[src/rtl/tboom_rename_pkg.sv]
// Shared rename-stage types: checkpoint depth, branch tag/mask types and
// the checkpoint controller state encoding.
package tboom_rename_pkg;

  localparam int CHECKPOINT_DEPTH = 8;
  localparam int BR_TAG_W         = $clog2(CHECKPOINT_DEPTH);

  typedef logic [BR_TAG_W-1:0]         br_tag_t;
  typedef logic [CHECKPOINT_DEPTH-1:0] br_mask_t;

  typedef enum logic [1:0] {
    RUN     = 2'd0,
    RESTORE = 2'd1,
    RECOVER = 2'd2
  } ckpt_state_e;

endpackage

[src/rtl/tboom_circ_range_mask.sv]
// Circular inclusive-exclusive range mask over a power-of-two ring:
// bit i is set when i lies in [start_i, end_i). start_i == end_i means the whole ring.
module tboom_circ_range_mask #(
  parameter int DEPTH = 8,
  parameter int W     = $clog2(DEPTH)
) (
  input  logic [W-1:0]     start_i,
  input  logic [W-1:0]     end_i,
  output logic [DEPTH-1:0] mask_o
);

  logic [W-1:0] len;
  logic [W-1:0] off;

  always_comb begin
    mask_o = '0;
    off    = '0;
    len    = end_i - start_i;
    for (int i = 0; i < DEPTH; i++) begin
      off       = W'(i) - start_i;
      mask_o[i] = (len == '0) || (off < len);
    end
  end

endmodule

[src/rtl/tboom_rmt_checkpoint_ctrl.sv]
// RMT checkpoint slot allocator / mispredict recovery sequencer.
// Optional saturating perf counters when TBOOM_CKPT_PERF_EN is defined.
module tboom_rmt_checkpoint_ctrl
  import tboom_rename_pkg::*;
#(
  parameter int CHECKPOINT_DEPTH = tboom_rename_pkg::CHECKPOINT_DEPTH,
  parameter int RECOVERY_CYCLES  = 2,
  parameter int TAG_W            = $clog2(CHECKPOINT_DEPTH)
) (
  input  logic                        clk,
  input  logic                        rst,
  input  logic                        br_alloc_valid,
  output logic                        br_alloc_ready,
  output logic [TAG_W-1:0]            br_alloc_tag,
  input  logic                        resolve_valid,
  input  logic [TAG_W-1:0]            resolve_tag,
  input  logic                        resolve_mispredict,
  output logic                        rmt_checkpoint,
  output logic                        rmt_restore,
  output logic [TAG_W-1:0]            rmt_pos,
  output logic                        rename_stall,
  output logic                        kill_valid,
  output logic [CHECKPOINT_DEPTH-1:0] kill_mask,
  output logic [CHECKPOINT_DEPTH-1:0] busy_mask
`ifdef TBOOM_CKPT_PERF_EN
  ,
  output logic [31:0]                 perf_mispredicts,
  output logic [31:0]                 perf_full_stalls
`endif
);

  localparam int CNT_W = $clog2(RECOVERY_CYCLES + 1);

  ckpt_state_e                 state_q, state_d;
  logic [CHECKPOINT_DEPTH-1:0] busy_q, busy_d;
  logic [TAG_W-1:0]            tail_q, tail_d;
  logic [TAG_W-1:0]            pending_q, pending_d;
  logic [CNT_W-1:0]            cnt_q, cnt_d;
  logic                        rmt_restore_q, rmt_restore_d;
  logic                        kill_valid_q, kill_valid_d;
  logic [CHECKPOINT_DEPTH-1:0] kill_mask_q, kill_mask_d;
  logic                        rename_stall_q, rename_stall_d;

  logic [CHECKPOINT_DEPTH-1:0] squash_mask;
  logic                        mispredict_accept;
  logic                        correct_free;
  logic                        alloc_fire;

  // Squashed tags: the mispredicted branch and everything younger up to tail.
  // tag == tail with tag busy can only mean a full ring, which the helper maps to all ones.
  tboom_circ_range_mask #(
    .DEPTH (CHECKPOINT_DEPTH),
    .W     (TAG_W)
  ) u_squash_mask (
    .start_i (resolve_tag),
    .end_i   (tail_q),
    .mask_o  (squash_mask)
  );

  assign mispredict_accept = resolve_valid &  resolve_mispredict & busy_q[resolve_tag];
  assign correct_free      = resolve_valid & !resolve_mispredict & busy_q[resolve_tag];

  assign br_alloc_ready = (state_q == RUN) & !busy_q[tail_q] & !mispredict_accept;
  assign br_alloc_tag   = tail_q;
  assign alloc_fire     = br_alloc_valid & br_alloc_ready;

  assign rmt_checkpoint = alloc_fire;
  assign rmt_restore    = rmt_restore_q;
  assign rmt_pos        = rmt_restore_q ? pending_q : tail_q;
  assign rename_stall   = rename_stall_q;
  assign kill_valid     = kill_valid_q;
  assign kill_mask      = kill_mask_q;
  assign busy_mask      = busy_q;

  always_comb begin
    state_d     = state_q;
    busy_d      = busy_q;
    tail_d      = tail_q;
    pending_d   = pending_q;
    cnt_d       = cnt_q;
    kill_mask_d = '0;

    if (correct_free) begin
      busy_d[resolve_tag] = 1'b0;
    end
    if (alloc_fire) begin
      busy_d[tail_q] = 1'b1;
      tail_d         = tail_q + TAG_W'(1);
    end

    case (state_q)
      RUN: ;
      RESTORE: begin
        state_d = RECOVER;
        cnt_d   = CNT_W'(RECOVERY_CYCLES);
      end
      RECOVER: begin
        if (cnt_q <= CNT_W'(1)) begin
          state_d = RUN;
          cnt_d   = '0;
        end else begin
          cnt_d = cnt_q - CNT_W'(1);
        end
      end
      default: state_d = RUN;
    endcase

    // An accepted mispredict overrides everything above, including a pending recovery.
    if (mispredict_accept) begin
      busy_d      = busy_d & ~squash_mask;
      tail_d      = resolve_tag;
      pending_d   = resolve_tag;
      state_d     = RESTORE;
      kill_mask_d = squash_mask;
    end

    rmt_restore_d  = (state_d == RESTORE);
    kill_valid_d   = (state_d == RESTORE);
    rename_stall_d = (state_d != RUN);
  end

  always_ff @(posedge clk or posedge rst) begin
    if (rst) begin
      state_q        <= RUN;
      busy_q         <= '0;
      tail_q         <= '0;
      pending_q      <= '0;
      cnt_q          <= '0;
      rmt_restore_q  <= 1'b0;
      kill_valid_q   <= 1'b0;
      kill_mask_q    <= '0;
      rename_stall_q <= 1'b0;
    end else begin
      state_q        <= state_d;
      busy_q         <= busy_d;
      tail_q         <= tail_d;
      pending_q      <= pending_d;
      cnt_q          <= cnt_d;
      rmt_restore_q  <= rmt_restore_d;
      kill_valid_q   <= kill_valid_d;
      kill_mask_q    <= kill_mask_d;
      rename_stall_q <= rename_stall_d;
    end
  end

`ifdef TBOOM_CKPT_PERF_EN
  logic [31:0] perf_mis_q, perf_mis_d;
  logic [31:0] perf_full_q, perf_full_d;

  always_comb begin
    perf_mis_d  = perf_mis_q;
    perf_full_d = perf_full_q;
    if (mispredict_accept && (perf_mis_q != '1)) begin
      perf_mis_d = perf_mis_q + 32'd1;
    end
    if (br_alloc_valid && busy_q[tail_q] && (state_q == RUN) && (perf_full_q != '1)) begin
      perf_full_d = perf_full_q + 32'd1;
    end
  end

  always_ff @(posedge clk or posedge rst) begin
    if (rst) begin
      perf_mis_q  <= '0;
      perf_full_q <= '0;
    end else begin
      perf_mis_q  <= perf_mis_d;
      perf_full_q <= perf_full_d;
    end
  end

  assign perf_mispredicts = perf_mis_q;
  assign perf_full_stalls = perf_full_q;
`endif

endmodule

[config.mk]
export PLATFORM = sky130hd
export DESIGN_NAME = tboom_rmt_checkpoint_ctrl
export DESIGN_NICKNAME = d
export VERILOG_FILES = /design/src/rtl/tboom_rename_pkg.sv /design/src/rtl/tboom_circ_range_mask.sv /design/src/rtl/tboom_rmt_checkpoint_ctrl.sv
export SDC_FILE = /design/constraint.sdc
export NUM_CORES = 1
export LEC_CHECK = 0
export ABC_AREA = 1
export CAP_MARGIN = 25
export CELL_PAD_IN_SITES_DETAIL_PLACEMENT = 1
export CELL_PAD_IN_SITES_GLOBAL_PLACEMENT = 2
export CORE_UTILIZATION = 33
export CTS_CLUSTER_SIZE = 16
export DETAILED_ROUTE_END_ITERATION = 16
export PLACE_DENSITY = 0.85
export SYNTH_ARGS = -nofsm -noshare
export SYNTH_HDL_FRONTEND = slang
export SYNTH_SLANG_ARGS = --single-unit
[constraint.sdc]
create_clock -name clk -period 5.4 [get_ports clk]
set_input_delay 0.81 -clock clk [delete_from_list [all_inputs] [get_ports clk]]
set_output_delay 0.81 -clock clk [all_outputs]
set_load 0.1 [all_outputs]
==> results of run 1 <==
-- placed cells by master (no fill, tap or decap) --
cell             count
nor2_2               3
inv_2                4
nand2_2              3
dfrtp_1             28
xor2_1               3
nand3_4              1
inv_1               35
nand4_1             12
nand3_2              4
o21bai_1             4
clkdlybuf4s50_1     32
nand3_1             15
o21ai_0             23
buf_4                2
a21oi_1             10
a21oi_2              6
o21ai_1              3
a31oi_1              1
buf_16               1
nor3_1               5
nand2_1             43
nor2_1              12
clkbuf_8             4
and2_1               1
ha_1                18
o211ai_1             3
xnor2_1              1
fa_1                 1
nor2_4               1
-- state kept, by name, summed over array words and instances, names as in the netlist --
signal / count
kill_mask: 8
rename_stall: 1
pending_q: 3
br_alloc_tag: 3
cnt_q: 2
state_q: 2
busy_mask: 8
kill_valid: 1
-- metal layers --
layer / routed length [um] / up-vias
li1: - / 881
met1: 2737 / 857
met2: 2703 / 24
met3: 88 / 6
met4: 74 / 0
met5: 0 / -
-- critical path, delay by kind of cell --
family	cells	cell delay (ns)
AND/OR/NAND/NOR	5	0.96
buffers and inverters	4	1.20
-- per-stage QoR --
step | worst slack, ns | std cells | area, um2 | util (%) | hold slack, ns
floorplan | 1.160 | 250 | 2001 | - | 0.4529
global placement | 1.683 | 346 | 2338 | 41.20 | 0.4683
detailed placement | 1.601 | 347 | 2366 | 41.69 | 0.4733
CTS | 1.602 | 351 | 2421 | 42.66 | 0.4987
global route | 1.383 | 351 | 2421 | 42.66 | 0.5545
finish | 1.611 | 351 | 2421 | 42.66 | 0.4975
-- worst max-delay path by stage --
stage	startpoint	cells past startpoint	to
after floorplan	br_alloc_tag[1]	3	rmt_pos[1]
after detailed placement	resolve_tag[0]	9	rmt_checkpoint
after global placement	resolve_tag[0]	8	br_alloc_ready
final	resolve_tag[0]	9	rmt_checkpoint
after global routing	resolve_tag[0]	9	rmt_checkpoint
after CTS	resolve_tag[0]	9	rmt_checkpoint
-- kinds of logic (layout without fill, tap and decap cells) --
kind of cell,count (synthesis),count (layout),share of synthesized area [%]
AO/OA/AOI/OAI,50,50,14.57
XOR/XNOR,4,4,1.751
adder cells (fa/ha/maj),19,19,12.26
buffers and inverters,49,78,11.69
flip-flops,28,28,35.02
AND/OR/NAND/NOR,100,100,24.70
-- layout make-up --
class                      instances  area [um2]  area share (%)
inverter                          39       146.4           6.047
tap                               72       90.09           3.721
clock buffer                       4       55.05           2.274
timing repair buffer              35       362.8           14.99
multi-input combinational        173        1066           44.03
sequential                        28       700.7           28.94
==> impl_metrics.env, run 1 <==
export IMPL_grt_total_usage_pct=19.07
export IMPL_floorplan_die_height_um=79.86
export IMPL_postCtsHoldBufs=0
export IMPL_final_min_period_over_clock_period_pct=70.17
export IMPL_detailedPlacementHpwl_um=4306
export IMPL_drt_drc_violations_left=0
export IMPL_timing_critical_path_slowest_stage_cell="clkdlybuf4s50_1"
export IMPL_setup_reg_to_reg_worst_slack_ns=2.45
export IMPL_route_detailed_wl_per_inst_um=15.97
export IMPL_cts_root_buf="clkbuf_8"
export IMPL_synthesis_yosys_warnings=0
export IMPL_setup_violations_final=0
export IMPL_grt_max_degree=37
export IMPL_r2r_end="busy_mask[2]"
export IMPL_drt_total_wl_um=5604
export IMPL_synthesis_area_per_instance_um2=8.003
export IMPL_cell_taking_the_most_area_after_synthesis="dfrtp_1"
export IMPL_cts_setup_buffers=0
export IMPL_firstDrtPassIters=4
export IMPL_timing_critical_path_cells="clkdlybuf4s50_1, inv_2, nand2_1, nand3_1, nand3_2, nand3_4, nand3_2, inv_1, buf_4"
export IMPL_portBuffers=34
export IMPL_grt_antenna_before_repair=0
export IMPL_number_of_register_bits_inferred_by_synthesis=28
export IMPL_clock_sinks=28
export IMPL_tritoncts_clock_tree="yes"
export IMPL_yosysSeqAreaShare_pct=35.02
export IMPL_rr_startpoint="br_alloc_tag[0]"
export IMPL_timing_reg2reg_worst_path_depth=13
export IMPL_relSlewSlack_pct=34.57
export IMPL_hold_path_startpoint="pending_q[2]"
export IMPL_synthMostInstantiatedCell="nand2_1"
export IMPL_num_rows=27
export IMPL_crit_type="in2out"
export IMPL_grt_setup_unrepaired="false"
export IMPL_timing_critical_path_arrival_ns=2.98
export IMPL_cts_htree_levels=1
export IMPL_yosysTopAreaCellShare_pct=35.02
export IMPL_worstHoldPathType="reg2reg"
export IMPL_cp_required_ns=4.59
export IMPL_ys_dominant_reg_cell="dfrtp_1"
export IMPL_synth_async_sr_flop_share_pct=100.0
export IMPL_number_of_nets_in_the_final_layout=307
export IMPL_grt_util_met2_pct=32.14
export IMPL_antenna_cells=0
export IMPL_grt_pass1_vias=1799
export IMPL_ys_top_cells_by_count="nand2_1 (43), inv_1 (35), dfrtp_1 (28)"
export IMPL_timing_fmax_ghz=0.2639
export IMPL_final_setup_tns_ns=0
export IMPL_placeableCoreArea_um2=5675
export IMPL_grt_met3_usage_pct=1.029
export IMPL_dr_total_vias=1768
export IMPL_routed_via_density=5.037
export IMPL_worst_slew_pin_transition_ns=0.9785
export IMPL_synth_cell_types=29
export IMPL_slowest_delay_ns=0.71
export IMPL_use_met1_pct=26.30
export IMPL_synth_edff_count=0
export IMPL_floorplan_die_area_um2=6378
export IMPL_final_min_clock_period_ns=3.789
export IMPL_layout_filler_cells=704
export IMPL_critPathMostFrequentCell="nand3_2"
export IMPL_post_synth_net_total=277
export IMPL_final_hold_violation_count=0
export IMPL_cp_start_kind="input port"
export IMPL_outcome="complete, no violations"
export IMPL_pin_count=35
export IMPL_starting_utilization_of_the_core_area_pct=35.25
export IMPL_cts_resized=0
export IMPL_whs_endpoint="pending_q[2]"
export IMPL_clk_path_buf_depth=2
export IMPL_cp_max_fo=36
export IMPL_antenna_violating_nets_post_route=0
export IMPL_synthTopCellsByArea="dfrtp_1 (35%), ha_1 (11%), nand2_1 (8.1%), inv_1 (6.6%), o21ai_0 (5.8%)"
export IMPL_clk_transition_reported_paths_ns=0.11
export IMPL_drive_above_1_share_pct=10.39
export IMPL_whs_path_depth=2
export IMPL_flow_area_growth_from_synthesis_pct=21.01
export IMPL_first_pass_grt_wire_length_um=9225
export IMPL_clock_latency_ns=0.28
export IMPL_finalMaxSlewViolations=0
export IMPL_drv_cap=0
export IMPL_timing_clock_skew_ns=0.002176
export IMPL_routabilityCongestion=0.8444
export IMPL_grt_busiest_layer="met2"
export IMPL_cts_buffers_inserted=3
export IMPL_synthesis_instances=250
export IMPL_die_width_um=79.86
export IMPL_global_route_overflow_total=0
export IMPL_crit_path_end_kind="output pin"
export IMPL_post_synthesis_cell_area_um2=2001
export IMPL_drt_iter0_drc=94
Power of run 1 is not shown: default switching activity piles up to over one toggle a cycle in this logic, so the estimate is an artifact.
==> run 2: changes to the inputs <==
CORE_UTILIZATION = 28   (was 33)
PLACE_DENSITY = 0.76   (was 0.85)
clock period = 3.3 ns   (was 5.4 ns; I/O delays follow)
==> impl_metrics.env, run 2 (same netlist as run 1, synthesis figures left out) <==
export IMPL_layout_filler_cells=855
export IMPL_final_setup_tns_ns=0
export IMPL_worstHoldPathType="reg2reg"
export IMPL_antenna_cells=0
export IMPL_die_width_um=86.53
export IMPL_num_rows=30
export IMPL_portBuffers=34
export IMPL_cts_setup_buffers=0
export IMPL_timing_reg2reg_worst_path_depth=13
export IMPL_whs_endpoint="pending_q[2]"
export IMPL_timing_clock_skew_ns=0.002238
export IMPL_routed_via_density=4.641
export IMPL_cts_resized=0
export IMPL_cts_htree_levels=1
export IMPL_final_min_clock_period_ns=2.728
export IMPL_route_detailed_wl_per_inst_um=14.45
export IMPL_grt_pass1_vias=1814
export IMPL_clock_sinks=28
export IMPL_outcome="complete, no violations"
export IMPL_worst_slew_pin_transition_ns=0.9724
export IMPL_layout_cells_most_common="nand2_1"
export IMPL_setup_reg_to_reg_worst_slack_ns=0.66
export IMPL_cp_required_ns=2.80
export IMPL_placedInstanceArea_um2=2429
export IMPL_tritoncts_clock_tree="yes"
export IMPL_grt_max_degree=31
export IMPL_detailedPlacementHpwl_um=4207
export IMPL_clk_transition_reported_paths_ns=0.10
export IMPL_grt_setup_unrepaired="false"
export IMPL_crit_type="in2out"
export IMPL_grt_antenna_before_repair=0
export IMPL_r2r_end="busy_mask[2]"
export IMPL_clk_path_buf_depth=2
export IMPL_pin_count=35
export IMPL_setup_violations_final=0
export IMPL_routabilityCongestion=0.8339
export IMPL_timing_fmax_ghz=0.3665
export IMPL_timing_critical_path_arrival_ns=2.23
export IMPL_crit_path_end_kind="output pin"
export IMPL_dr_total_vias=1773
export IMPL_final_hold_violation_count=0
export IMPL_placeableCoreArea_um2=6832
export IMPL_relSlewSlack_pct=34.97
export IMPL_drv_cap=0
export IMPL_grt_total_usage_pct=16.15
export IMPL_clock_latency_ns=0.28
export IMPL_postCtsHoldBufs=0
export IMPL_drt_drc_violations_left=0
export IMPL_multi_input_comb_area_um2=1066
export IMPL_cp_max_fo=12
export IMPL_first_pass_grt_wire_length_um=9239
export IMPL_layout_area_seq_um2=700.7
export IMPL_floorplan_die_height_um=86.53
export IMPL_whs_path_depth=2
export IMPL_number_of_nets_in_the_final_layout=314
export IMPL_cts_buffers_inserted=3
export IMPL_hold_path_startpoint="pending_q[2]"
export IMPL_firstDrtPassIters=4
export IMPL_starting_utilization_of_the_core_area_pct=29.29
export IMPL_postLayoutCellArea_um2=2500
export IMPL_drive_above_1_share_pct=16.08
export IMPL_finalMaxSlewViolations=0
export IMPL_final_cell_mix="nand2_1 (43), inv_1 (35), dfrtp_1 (28)"
export IMPL_cp_start_kind="input port"
export IMPL_floorplan_die_area_um2=7487
export IMPL_flow_area_growth_from_synthesis_pct=24.95
export IMPL_final_min_period_over_clock_period_pct=82.67
export IMPL_global_route_overflow_total=0
export IMPL_antenna_violating_nets_post_route=0
export IMPL_cts_root_buf="clkbuf_8"
export IMPL_drt_total_wl_um=5521
export IMPL_drt_iter0_drc=47
export IMPL_rr_startpoint="br_alloc_tag[0]"
==> run 2: changes by cell type in the layout (fill, tap and decap cells not counted), sizes merged <==
cell           before  now
bufinv              0    1
clkdlybuf4s50      32   22
clkbuf              4    3
buf                 3   20
==> run 2: through the flow <==
stage,utilization [%],instances,setup slack (ns),hold slack (ns)
floorplan,-,250,0.1345,0.4529
global placement,35.55,378,0.3502,0.4738
detailed placement,35.55,378,0.2832,0.4789
CTS,36.59,382,0.5641,0.5044
global route,36.59,382,0.3896,0.5364
finish,36.59,382,0.5718,0.4986
==> run 2: area by class of cell <==
| type | instances | share of cell area (%) |
|---|---|---|
| Tap cell | 96 | 4.805 |
| Timing Repair Buffer | 42 | 15.82 |
| Clock buffer | 3 | 1.652 |
| Multi-Input combinational cell | 173 | 42.64 |
| Sequential cell | 28 | 28.03 |
| Clock inverter | 1 | 1.201 |
| Inverter | 39 | 5.856 |
==> run 2: critical path: stages <==
cell             delay, ns
clkdlybuf4s50_1       0.43
buf_4                 0.19
inv_2                 0.22
nand2_1               0.10
nand3_1               0.09
nand3_2               0.11
nand3_4               0.13
nand3_2               0.15
inv_1                 0.14
buf_12                0.18
==> run 2: routing by layer <==
layer | vias to the layer above | GRT usage, % | routed length [um]
met5 | - | 0 | 0
met4 | 0 | 3.788 | 65
met3 | 4 | 1.429 | 148
met2 | 27 | 27.49 | 2696
met1 | 846 | 22.18 | 2610
li1 | 896 | - | -
==> run 2: how the worst max path moves through the flow <==
stage,to,slack [ns],depth (start not counted),from
final,rmt_checkpoint,0.57,10,resolve_tag[0]
after global routing,busy_mask[2],0.39,13,resolve_tag[0]
after CTS,rmt_checkpoint,0.56,10,resolve_tag[0]
after detailed placement,busy_mask[2],0.28,13,resolve_tag[0]
after global placement,busy_mask[2],0.35,13,resolve_tag[0]
after floorplan,rmt_pos[1],0.13,3,br_alloc_tag[1]
Power of run 2 is left out for the same reason.
